$ cat src/rtl/loop_nest_monitor.sv
// loop_nest_monitor: receiving-end checker for a nested-loop action sequencer.
// Tracks the outer/inner index of the next expected action, detects frame
// completion after OUTER*INNER actions, counts cleanly closed frames and keeps
// sticky flags for extra actions (overrun) and premature clears (underrun).
module loop_nest_monitor #(
  parameter int OUTER = 10,
  parameter int INNER = 10,
  parameter int W     = 8
) (
  input  logic         clk,
  input  logic         rst,
  input  logic         act_stb,
  input  logic         clr,
  input  logic         err_clr,
  output logic [W-1:0] x_idx,
  output logic [W-1:0] y_idx,
  output logic [W-1:0] act_cnt,
  output logic         busy,
  output logic         done,
  output logic [W-1:0] frame_cnt,
  output logic         overrun,
  output logic         underrun
);

  typedef enum logic [1:0] {
    IDLE = 2'd0,
    RUN  = 2'd1,
    FULL = 2'd2
  } state_t;

  localparam logic [W-1:0] TOTAL_W = W'(OUTER * INNER);
  localparam logic [W-1:0] X_LAST  = W'(OUTER - 1);
  localparam logic [W-1:0] Y_LAST  = W'(INNER - 1);
  localparam logic [W-1:0] ONE_W   = W'(1);
  localparam logic [W-1:0] ZERO_W  = {W{1'b0}};

  state_t       state_r;
  logic [W-1:0] nxt_x_s;
  logic [W-1:0] nxt_y_s;
  logic [W-1:0] nxt_cnt_s;
  logic         cnt_full_s;
  logic         ovr_evt_s;
  logic         und_evt_s;

  // Index/count values that an accepted strobe would load (inner loop wraps into outer).
  always_comb begin
    nxt_x_s   = x_idx;
    nxt_y_s   = y_idx;
    nxt_cnt_s = act_cnt + ONE_W;
    if (y_idx == Y_LAST) begin
      nxt_y_s = ZERO_W;
      if (x_idx == X_LAST) begin
        nxt_x_s = ZERO_W;
      end else begin
        nxt_x_s = x_idx + ONE_W;
      end
    end else begin
      nxt_y_s = y_idx + ONE_W;
    end
    cnt_full_s = (nxt_cnt_s == TOTAL_W);
  end

  // Protocol error events; clr wins over a same-cycle strobe, so a FULL strobe with clr is no overrun.
  assign ovr_evt_s = (state_r == FULL) && act_stb && !clr;
  assign und_evt_s = (state_r == RUN) && clr;

  // Sticky error flags: a new error event dominates a same-cycle err_clr.
  always_ff @(posedge clk) begin
    if (rst) begin
      overrun  <= 1'b0;
      underrun <= 1'b0;
    end else begin
      if (ovr_evt_s) begin
        overrun <= 1'b1;
      end else if (err_clr) begin
        overrun <= 1'b0;
      end
      if (und_evt_s) begin
        underrun <= 1'b1;
      end else if (err_clr) begin
        underrun <= 1'b0;
      end
    end
  end

  // Frame FSM with registered indices, counters, busy and done.
  always_ff @(posedge clk) begin
    if (rst) begin
      state_r   <= IDLE;
      x_idx     <= ZERO_W;
      y_idx     <= ZERO_W;
      act_cnt   <= ZERO_W;
      busy      <= 1'b0;
      done      <= 1'b0;
      frame_cnt <= ZERO_W;
    end else begin
      done <= 1'b0;
      case (state_r)
        IDLE: begin
          if (!clr && act_stb) begin
            x_idx   <= nxt_x_s;
            y_idx   <= nxt_y_s;
            act_cnt <= nxt_cnt_s;
            if (cnt_full_s) begin
              state_r <= FULL;
              busy    <= 1'b0;
              done    <= 1'b1;
            end else begin
              state_r <= RUN;
              busy    <= 1'b1;
            end
          end
        end
        RUN: begin
          if (clr) begin
            state_r <= IDLE;
            busy    <= 1'b0;
            x_idx   <= ZERO_W;
            y_idx   <= ZERO_W;
            act_cnt <= ZERO_W;
          end else if (act_stb) begin
            x_idx   <= nxt_x_s;
            y_idx   <= nxt_y_s;
            act_cnt <= nxt_cnt_s;
            if (cnt_full_s) begin
              state_r <= FULL;
              busy    <= 1'b0;
              done    <= 1'b1;
            end
          end
        end
        FULL: begin
          if (clr) begin
            state_r   <= IDLE;
            busy      <= 1'b0;
            x_idx     <= ZERO_W;
            y_idx     <= ZERO_W;
            act_cnt   <= ZERO_W;
            frame_cnt <= frame_cnt + ONE_W;
          end
        end
        default: begin
          state_r <= IDLE;
          busy    <= 1'b0;
          x_idx   <= ZERO_W;
          y_idx   <= ZERO_W;
          act_cnt <= ZERO_W;
        end
      endcase
    end
  end

endmodule

$ cat config.mk
export PLATFORM = sky130hd
export DESIGN_NAME = loop_nest_monitor
export DESIGN_NICKNAME = d
export VERILOG_FILES = /design/src/rtl/loop_nest_monitor.sv
export SDC_FILE = /design/constraint.sdc
export NUM_CORES = 1
export LEC_CHECK = 0
export BUFFER_PORTS_ARGS = -buffer_cell sky130_fd_sc_hd__buf_2
export CORE_MARGIN = 8
export CORE_UTILIZATION = 46
export DETAILED_ROUTE_END_ITERATION = 16
export PLACE_DENSITY = 0.69
export SKIP_CTS_REPAIR_TIMING = 1
export SLEW_MARGIN = 20
export SYNTH_ARGS = -nofsm -noshare
export SYNTH_HDL_FRONTEND = slang
export SYNTH_SLANG_ARGS = --single-unit
export TNS_END_PERCENT = 50
$ cat constraint.sdc
create_clock -name clk -period 1.99 [get_ports clk]
set_input_delay 0.199 -clock clk [delete_from_list [all_inputs] [get_ports clk]]
set_output_delay 0.199 -clock clk [all_outputs]
set_load 0.01 [all_outputs]
==> flow_metrics.py <==
metrics = {
    "critical_path": {
        "r2r-end": "x_idx[7]",
        "worstPathRequired_ns": 2.19,
        "path_class": "flip-flop to flip-flop",
        "cp_max_fo": 13,
        "cp.arrival_ns": 2.05,
        "worstRegToRegCells": 5,
        "r2r_slack_ns": 0.13,
        "cp-end-kind": "flip-flop",
        "cp-start-kind": "flip-flop",
        "worstReg2RegStart": "state_r[1]",
    },
    "logic_synthesis": {
        "yosysWarnings": 0,
        "ys_types": 45,
        "synth_top_cell_area_share": 0.3730,
        "synth_top_area_cell": "dfxtp_1",
        "syn_area_mm2": 0.001986,
        "synth_edf_count": 0,
        "seq_area_frac_synth": 0.3730,
        "syn_nets": 241,
        "synth.mux.area_fraction": 0,
        "ys.flop_type": "dfxtp_1",
        "yosysMostFrequentCell": "dfxtp_1",
        "ys_ff_latch": 37,
        "synth_area_leaders": "dfxtp_1, a21oi_1, ha_1",
        "yosys.area_share.adder": 0.04411,
        "synth_common_cells": "dfxtp_1, a21oi_1, nor2_1, nand2_1, o21ai_0",
        "synth-xor-area-share": 0.05671,
        "synth_compound_gate_area_share": 0.1783,
        "synth_top_family_by_area": "simple AND/OR/NAND/NOR gates",
        "ys_async_sr_fraction": 0,
        "synthCells": 229,
        "synth-simple-area-share": 0.2955,
        "postSynthAreaPerCell_um2": 8.671,
    },
    "worst_hold_path": {
        "min_path_cells": 3,
        "min_to": "underrun",
        "worstHoldStart": "err_clr",
        "min_path_type": "input port to flip-flop",
    },
    "power": {
        "irDropWorstVdd_v": 0.0002736,
        "p_per_area_mw_per_mm2": 594.1,
        "leakage_nw": 0.9831,
    },
    "timing": {
        "rsz0062_at_grt": "no",
        "fmax_ghz": 0.5389,
        "finalCriticalPeriod_ns": 1.856,
        "hold_slack_ns": 0.1839,
        "drv_slew": 0,
        "skew_ns": 0.003674,
        "fin_ws_ns": 0.1345,
        "post-route-period-util": 0.9324,
        "fin_tns_setup_ns": 0,
        "slew-limit-headroom": 0.6063,
        "finalSetupViolations": 0,
        "tightest_slew_ns": 0.5904,
        "hold_viol": 0,
    },
    "detailed_routing": {
        "first_pass_iters": 4,
        "detail-route-antenna-nets": 0,
        "routedWlPerCell_um": 14.23,
        "vias": 1830,
        "routed_wl_um": 4653,
        "avgViaCountPerCell": 5.596,
        "drt_iter0_drc": 91,
        "drc_errors": 0,
    },
    "placement": {
        "gp_congestion": 0.8283,
        "place.detailed.hpwl_um": 3407,
        "placed_cell_area_mm2": 0.002261,
        "numPortBuffers": 40,
        "dp_slack_ns": 0.1047,
    },
    "cells_and_area": {
        "postLayoutCoreUtil": 0.5534,
        "fin_area_mm2": 0.002360,
        "syn2layout_area_growth_pct": 18.84,
        "nNetsFinal": 287,
        "antenna_cells": 0,
        "drive_gt1_frac": 0.2400,
    },
    "floorplanning": {
        "die_h_um": 81.70,
        "ioPinCount": 41,
        "rows": 24,
        "core_area_mm2": 0.004264,
        "dieArea_mm2": 0.006675,
        "die_w_um": 81.70,
        "initial_core_util": 0.4657,
    },
    "outcome": {
        "status": "complete, no violations",
    },
    "clock_tree": {
        "path_clk_slew_ns": 0.07,
        "h-tree-depth": 2,
        "root_buffer": "clkbuf_8",
        "cts_made_buffers": 5,
        "insertion_delay_ns": 0.29,
        "cts_tree": "done",
        "cts.sinks": 37,
        "cts_buffer_depth": 2,
    },
    "global_route": {
        "grt_pass1_wl_um": 7700,
        "grt_max_degree": 24,
        "globalRouteMet3Util": 0.04158,
        "use_met1": 0.1831,
        "met2_usage": 0.2299,
        "busiest_layer": "met2",
        "grt-ovfl-total": 0,
        "track_usage": 0.1447,
        "grt_antenna_before_repair": 0,
        "grt_pass1_vias": 1699,
    },
    "run": {
        "max_cap_violations": 0,
    },
}
[cell families (layout without fill, tap and decap cells)]
kind of cell | after synthesis | in the layout
xor+xnor | 12 | 12
fa+ha+maj | 7 | 7
flops | 37 | 37
compound gates | 58 | 58
simple gates | 98 | 98
buf+inv | 17 | 63
[state kept, by name, indices dropped and copies added (netlist names)]
name       count
act_cnt        8
frame_cnt      8
x_idx          8
y_idx          8
state_r        2
done           1
overrun        1
underrun       1
[layout make-up]
type	instances	area (um2)
inverters	3	11.26
well taps	52	65.06
flip-flops and latches	37	740.7
repair buffers	53	310.3
clock buffers	7	86.33
multi-input cells	175	1146
fillers	420	1904
[placed cells by master (no fill, tap or decap), types with 3 or more instances in the layout]
cell      instances
nand4_1           9
xor2_1            8
clkbuf_8          6
buf_4            12
o21a_1            3
inv_1             3
nor3_1            5
ha_1              7
and3_1            6
xnor2_1           3
a21oi_1          23
buf_2            40
a211oi_1          6
o21ai_0          11
nand3_1           8
o211ai_1          4
o31ai_1           6
nand2_1          12
nand3b_1          6
nor3b_1           4
or3_1             5
dfxtp_1          37
nor2_1           19
or4_1             5
[worst max path at each step]
stage	to	depth (start not counted)	from	slack, ns
2_1_floorplan	x_idx[7]	6	y_idx[0]	0.13
3_3_place_gp	x_idx[4]	6	y_idx[1]	0.18
5_1_grt	x_idx[7]	5	state_r[1]	0.04
4_1_cts	x_idx[7]	6	y_idx[1]	0.09
3_5_place_dp	x_idx[4]	6	y_idx[1]	0.10
6_report	x_idx[7]	5	state_r[1]	0.13
[per-layer routing]
metal,share of wire,vias to the layer above
met5,0,-
met4,0.0067,0
met3,0.052,4
met2,0.47,27
met1,0.47,866
li1,-,933
[power breakdown]
group          switching, W  leakage, nW  internal (W)
combinational     0.0000705        0.640     0.0000500
clock              0.000253       0.0443      0.000275
sequential       0.00000575        0.299      0.000747
[worst max-delay path, cell delays in order, from the launching register on]
cell      delay (ns)
dfxtp_1         0.34
xnor2_2         0.29
o21ai_2         0.24
buf_12          0.20
or4b_1          0.45
a211oi_1        0.24
[stage by stage]
step	total power, W	cells
floorplan	0.0008469	229
global placement	0.0008856	319
detailed placement	0.0008878	319
CTS	0.001415	326
global route	0.001463	327
finish	0.001402	327
Note: power is estimated with default switching activity, not from simulation.
